[src/rtl/alu_arbiter.sv]
// Two-port arbiter in front of a shared ALU. It grants one requester at a time,
// registers the operands, waits one cycle for the ALU, then presents the
// result to the consumer with a valid/ready handshake.
module alu_arbiter #(
    parameter bit RR_EN = 1'b1   // 1: round-robin between ports, 0: port 0 always wins
) (
    input  logic               clk,
    input  logic               rst_n,
    input  logic               req0_valid,
    output logic               req0_ready,
    input  logic [3:0]         req0_op,
    input  logic signed [31:0] req0_x,
    input  logic signed [31:0] req0_y,
    input  logic               req1_valid,
    output logic               req1_ready,
    input  logic [3:0]         req1_op,
    input  logic signed [31:0] req1_x,
    input  logic signed [31:0] req1_y,
    output logic [3:0]         alu_op,
    output logic [31:0]        alu_x,
    output logic [31:0]        alu_y,
    input  logic [31:0]        alu_result,
    input  logic               alu_flag,
    output logic               rsp_valid,
    input  logic               rsp_ready,
    output logic               rsp_id,
    output logic [31:0]        rsp_result,
    output logic               rsp_flag,
    output logic               busy
);

    typedef enum logic [1:0] {
        IDLE = 2'd0,
        EXEC = 2'd1,
        RESP = 2'd2
    } state_t;

    state_t      state_q, state_d;
    logic        prio_q, prio_d;
    logic [3:0]  op_q, op_d;
    logic [31:0] x_q, x_d;
    logic [31:0] y_q, y_d;
    logic        id_q, id_d;
    logic        rsp_valid_q, rsp_valid_d;
    logic        rsp_id_q, rsp_id_d;
    logic [31:0] rsp_result_q, rsp_result_d;
    logic        rsp_flag_q, rsp_flag_d;

    logic        can_accept;
    logic        gnt_id;
    logic        accept;

    // Grant selection: a lone valid port wins; on contention use prio (or port 0)
    always_comb begin
        can_accept = (state_q == IDLE) ||
                     ((state_q == RESP) && rsp_valid_q && rsp_ready);
        if (req0_valid && req1_valid) begin
            gnt_id = RR_EN ? prio_q : 1'b0;
        end else begin
            gnt_id = req1_valid;
        end
        // Readies are gated by rst_n so nothing is accepted while in reset
        req0_ready = rst_n && can_accept && req0_valid && !gnt_id;
        req1_ready = rst_n && can_accept && req1_valid &&  gnt_id;
        accept     = req0_ready || req1_ready;
    end

    // Next-state logic for the FSM and all datapath registers
    always_comb begin
        state_d      = state_q;
        prio_d       = prio_q;
        op_d         = op_q;
        x_d          = x_q;
        y_d          = y_q;
        id_d         = id_q;
        rsp_valid_d  = rsp_valid_q;
        rsp_id_d     = rsp_id_q;
        rsp_result_d = rsp_result_q;
        rsp_flag_d   = rsp_flag_q;

        case (state_q)
            IDLE: begin
                if (accept) begin
                    state_d = EXEC;
                end
            end
            EXEC: begin
                // The ALU has had one full cycle on the registered operands
                rsp_result_d = alu_result;
                rsp_flag_d   = alu_flag;
                rsp_id_d     = id_q;
                rsp_valid_d  = 1'b1;
                state_d      = RESP;
            end
            RESP: begin
                if (rsp_ready) begin
                    rsp_valid_d = 1'b0;
                    state_d     = accept ? EXEC : IDLE;
                end
            end
            default: begin
                state_d = IDLE;
            end
        endcase

        // Operand capture on any handshake; otherwise the registers hold
        if (accept) begin
            op_d   = gnt_id ? req1_op : req0_op;
            x_d    = gnt_id ? req1_x  : req0_x;
            y_d    = gnt_id ? req1_y  : req0_y;
            id_d   = gnt_id;
            prio_d = ~gnt_id;
        end
    end

    // State and datapath registers with synchronous active-low reset
    always_ff @(posedge clk) begin
        if (!rst_n) begin
            state_q      <= IDLE;
            prio_q       <= 1'b0;
            op_q         <= 4'b0000;
            x_q          <= 32'd0;
            y_q          <= 32'd0;
            id_q         <= 1'b0;
            rsp_valid_q  <= 1'b0;
            rsp_id_q     <= 1'b0;
            rsp_result_q <= 32'd0;
            rsp_flag_q   <= 1'b0;
        end else begin
            state_q      <= state_d;
            prio_q       <= prio_d;
            op_q         <= op_d;
            x_q          <= x_d;
            y_q          <= y_d;
            id_q         <= id_d;
            rsp_valid_q  <= rsp_valid_d;
            rsp_id_q     <= rsp_id_d;
            rsp_result_q <= rsp_result_d;
            rsp_flag_q   <= rsp_flag_d;
        end
    end

    assign alu_op     = op_q;
    assign alu_x      = x_q;
    assign alu_y      = y_q;
    assign rsp_valid  = rsp_valid_q;
    assign rsp_id     = rsp_id_q;
    assign rsp_result = rsp_result_q;
    assign rsp_flag   = rsp_flag_q;
    assign busy       = (state_q != IDLE);

endmodule
[config.mk]
export PLATFORM = sky130hd
export DESIGN_NAME = alu_arbiter
export DESIGN_NICKNAME = d
export VERILOG_FILES = /design/src/rtl/alu_arbiter.sv
export SDC_FILE = /design/constraint.sdc
export NUM_CORES = 1
export LEC_CHECK = 0
export ABC_AREA = 1
export ABC_CLOCK_PERIOD_IN_PS = 2130
export CAP_MARGIN = 5
export CORE_MARGIN = 2
export CORE_UTILIZATION = 40
export CTS_CLUSTER_SIZE = 10
export DETAILED_ROUTE_END_ITERATION = 10
export DONT_BUFFER_PORTS = 1
export SYNTH_ARGS = -nofsm -noshare
export SYNTH_HDL_FRONTEND = slang
export SYNTH_SLANG_ARGS = --single-unit
[constraint.sdc]
create_clock -name clk -period 2.13 [get_ports clk]
set_input_delay 0.639 -clock clk [delete_from_list [all_inputs] [get_ports clk]]
set_output_delay 0.639 -clock clk [all_outputs]
set_load 0.005 [all_outputs]
==> After elaboration in Yosys (flattened, before gate mapping) <==
Cells that the tools add are included.
{ "totals": {"register_bits": 107, "inputBits": 174, "output_inout_bits": 106, "wordCells": 41} }
{ "op_classes": {"eq_ne": 4, "muxes": 10, "n_bitwise": 1, "n_reduce_logical": 16} }
{ "ops": {"columns": ["operator", "n"], "rows": [
  ["2-to-1 mux 32 bit", 2],
  ["logical AND 1 bit", 8],
  ["case mux 2 bit (3 select lines)", 1],
  ["2-to-1 mux 2 bit", 2],
  ["2-to-1 mux 4 bit", 1],
  ["inequality test 2 bit (second input constant)", 2],
  ["AND reduction 2 bit", 2],
  ["nonzero test 2 bit", 2],
  ["2-to-1 mux 1 bit", 3],
  ["equality test 2 x 1 -> 1 bit (second input constant)", 1],
  ["equality test 2 bit (second input constant)", 1],
  ["logical NOT 2 bit", 1],
  ["logical OR 1 bit", 2],
  ["case mux 1 bit (2 select lines)", 1],
  ["logical NOT 1 bit", 1],
  ["inverter 1 bit", 1]
]} }

==> Depth between registers and ports, before layout <==
{ "logic_depth": {"depth_word": 11, "ltp_mapped": 8, "ltp_nobuf": 7} }

==> Worst setup path after synthesis <==
No wires, ideal clock.
{ "synth_path": {"path_kind": "input to output", "from": "input req1_valid", "to": "output req1_ready", "t_arrival_ps": 1423, "required_ps": 1491, "setup_slack_ps": 68, "cell_stages": 6, "path_buffers": 3, "cell_sequence": "buf_2 or2_0 buf_2 nand3_4 buf_4 nor2_1"} }
{ "synth_between": {"elab_chain_cells": 3, "elab_cells_between_ends": 4, "classes_between": "mux (1); reduce/logical (3)"} }
{ "synth_lines": {"columns": ["item", "line", "text"], "rows": [
  ["from (decl)", "14", "input logic req1_valid,"],
  ["logical AND 1 bit", "57", "if (req0_valid && req1_valid) begin"],
  ["2-to-1 mux 1 bit", "57", null],
  ["logical AND 1 bit *", "64", "req1_ready = rst_n && can_accept && req1_valid && gnt_id;"],
  ["to (decl)", "15", "output logic req1_ready,"]
]} }
Mark *: on every way between the ends. The rest lies on a longest branch, timed or not.

==> Worst setup path in the final report <==
{ "layout_path": {"from": "register state_q[1]", "to": "output req1_ready"} }
{ "layout_between": {"elab_chain_cells": 7, "elab_cells_between_ends": 8, "classes_between": "eq/ne (1); reduce/logical (7)"} }
{ "layout_lines": {"columns": ["item", "line", "text"], "rows": [
  ["from (decl)", "38", "state_t state_q, state_d;"],
  ["from (signal assigned)", "130", "state_q <= state_d;"],
  ["equality test 2 bit", "56", "((state_q == RESP) && rsp_valid_q && rsp_ready);"],
  ["logical AND 1 bit (2 in series)", "56", null],
  ["logical OR 1 bit *", "55", "can_accept = (state_q == IDLE) ||"],
  ["logical AND 1 bit * (3 in series)", "64", null]
]} }
Marks and branches as above.

==> results.toml <==
[detailed_routing]
vias = 4661
drt_iter0_drc = 355
first_pass_iters = 5
post-route-drc-count = 0
routed_wl_um = 13540
detail_route.vias_per_cell = 5.705
wl_per_cell_um = 16.57
drtAntennaViolNets = 0

[clocking]
clk_path_buf_depth = 2
hold_buffers = 0
cts.clk_slew.worst_paths_ns = 0.08
cts_buffers = 9
insertion_delay_ns = 0.34
cts_root_buf = "clkbuf_16"
cts_sinks = 107
cts_resized = 0
cts_setup_buffers = 0
cts_htree_levels = 3
cts_tree = "yes"

[sta]
worst_pin_slew_ns = 0.6993
slew_headroom = 0.5338
rsz0062_at_grt = "false"
setup_viol = 0
postLayoutSetupSlackWorst_ns = 0.1543
tns_ns = 0
fin_skew_ns = 0.006486
fmax_mhz = 506.2
finalCriticalPeriod_ns = 1.976
hold_ws_ns = 0.4338
fin_crit_sh = 0.9275
finalMaxSlewViolations = 0
hold_viol = 0

[job]
maxCapViolations = 0

[die]
dieArea_sq_um = 13130
die_h_um = 114.6
rows = 40
coreArea_sq_um = 11960
io_pins = 280
fp.dieW_um = 114.6
start_util = 0.4090

[finish]
n_antenna_cell = 0
drive_above_1_share = 0.05373
final_core_util = 0.4319
instances_no_fill = 817
syn_to_final_growth_pct = 5.601
layout.nets = 839

[place]
post-place-ws_ns = 0.2857
gp_congestion = 0.7779
io_buffers = 0
dp.cells = 801
dpl.hpwl_um = 9283

[worst_setup_path]
critPathRequiredTime_ns = 1.49
cp-end-kind = "output pin"
cp_slowest_cell = "dfxtp_1"
cp.arrival_ns = 1.34
crit_type = "reg -> out"
critPathMaxStageDelay_ns = 0.35
cp-start-kind = "register"
crit_family = "simple AND/OR/NAND/NOR gates"
crit_chain = "or2_4 > nand2_4 > nand3_4 > nor2_1"
crit_buf_inv = 0
regToRegSetupSlack_ns = 0.61
worstReg2RegStart = "state_q[1]"
crit_start = "state_q[1]"
critPathMaxFanout = 5

[run_status]
status = "finished clean"

[logic_synthesis]
synth_nets = 885
synth_cells = 711
syn-cell-area_sq_um = 4892
syn_avg_cell_area_sq_um = 6.881
seq_area_frac_synth = 0.4379
synth_seq_cells = 107
yosys_warnings = 0
yosysUniqueCellTypes = 20

[global_route]
grt_pass1_vias = 4160
grt-ovfl-total = 0
grt_usage = 0.1912
grt_start_max_net_pins = 107
grt_pass1_wl_um = 20140
antenna_found_initial = 0

[pwr]
power_density_nw_per_um2 = 894.2
ir_drop_uv = 449.9
power_leakage_nw = 2.144

[worst_hold_path]
hp-class = "in -> reg"
worstHoldStart = "alu_result[6]"
-- layer usage --
metal | track usage | up-vias | part of all wire
li1 | - | 2296 | -
met1 | 0.2134 | 2128 | 0.39
met2 | 0.3294 | 218 | 0.48
met3 | 0.07676 | 19 | 0.11
met4 | 0.06667 | 0 | 0.020
met5 | 0 | - | 0
-- worst paths after layout --
kind	to	cells past startpoint
worst max-delay path	req1_ready	4
worst min register to register	prio_q	2
worst max register to register	alu_x[17]	5
worst min-delay path	rsp_result[6]	2
-- power by group --
group,leakage [nW],switching (W),internal [W]
sequential,0.877,0.000129,0.00216
combinational,1.13,0.000409,0.000205
clock,0.142,0.000784,0.000933
total,2.14,0.00132,0.00330
-- stage by stage --
step | area [sq um] | power, W
final | 5166 | 0.004620
after global routing | 5166 | 0.004865
after CTS | 5166 | 0.004681
after detailed placement | 4857 | 0.002954
after global placement | 4857 | 0.002933
after floorplan | 4892 | 0.002850
-- placed cells by master, fill, tap and decap left out, drive strengths merged --
cell type    n
buf         12
nand3       71
clkbuf       9
dfxtp      107
or2          2
nand3b       1
inv          9
o21ai       35
nand4       70
a21oi       71
nand2      209
bufinv       1
clkinvlp     3
nor2        70
-- synth_stat cells --
cell type  count  area share
nand2_4        1      0.0023
inv_2          2      0.0015
nand3_4        1      0.0036
nand2_1      208        0.16
nor2_1        70       0.054
a21oi_1       71       0.073
nand4_1       70       0.090
o21ai_1        1      0.0010
o21ai_0       34       0.035
buf_6          1      0.0023
buf_2         23       0.024
or2_4          1      0.0018
inv_1          4      0.0031
buf_1          4      0.0031
buf_4          5      0.0077
clkbuf_1      36       0.028
or2_0          1      0.0013
nand3_1       70       0.072
dfxtp_1      107        0.44
nand3b_1       1      0.0015
-- layout make-up --
class                           count  area [sq um]
Multi-Input combinational cell    529          2419
Timing Repair Buffer               12         90.09
Tap cell                          147         183.9
Fill cell                        1236          6795
Inverter                            6         22.52
Sequential cell                   107          2142
Clock inverter                      7         83.83
Clock buffer                        9         225.2
-- cells by family after synthesis --
group,count (synthesis),share of synthesized area
AO/OA/AOI/OAI,106,0.1084
buffers and inverters,75,0.06880
flip-flops,107,0.4379
AND/OR/NAND/NOR,423,0.3849
-- registers in the layout, summed over array words and instances, names as in the netlist --
| register | cells |
|---|---|
| alu_op | 4 |
| rsp_result | 32 |
| id_q | 1 |
| rsp_flag | 1 |
| alu_y | 32 |
| state_q | 2 |
| alu_x | 32 |
| prio_q | 1 |
| rsp_id | 1 |
| rsp_valid | 1 |
-- worst reg2reg max path: stages, from the launching register on --
cell     delay (ns)
dfxtp_1        0.35
or2_4          0.29
nand2_4        0.10
buf_4          0.34
nand4_1        0.21
a21oi_1        0.17
No activity file was read; power rests on OpenSTA's default activity.
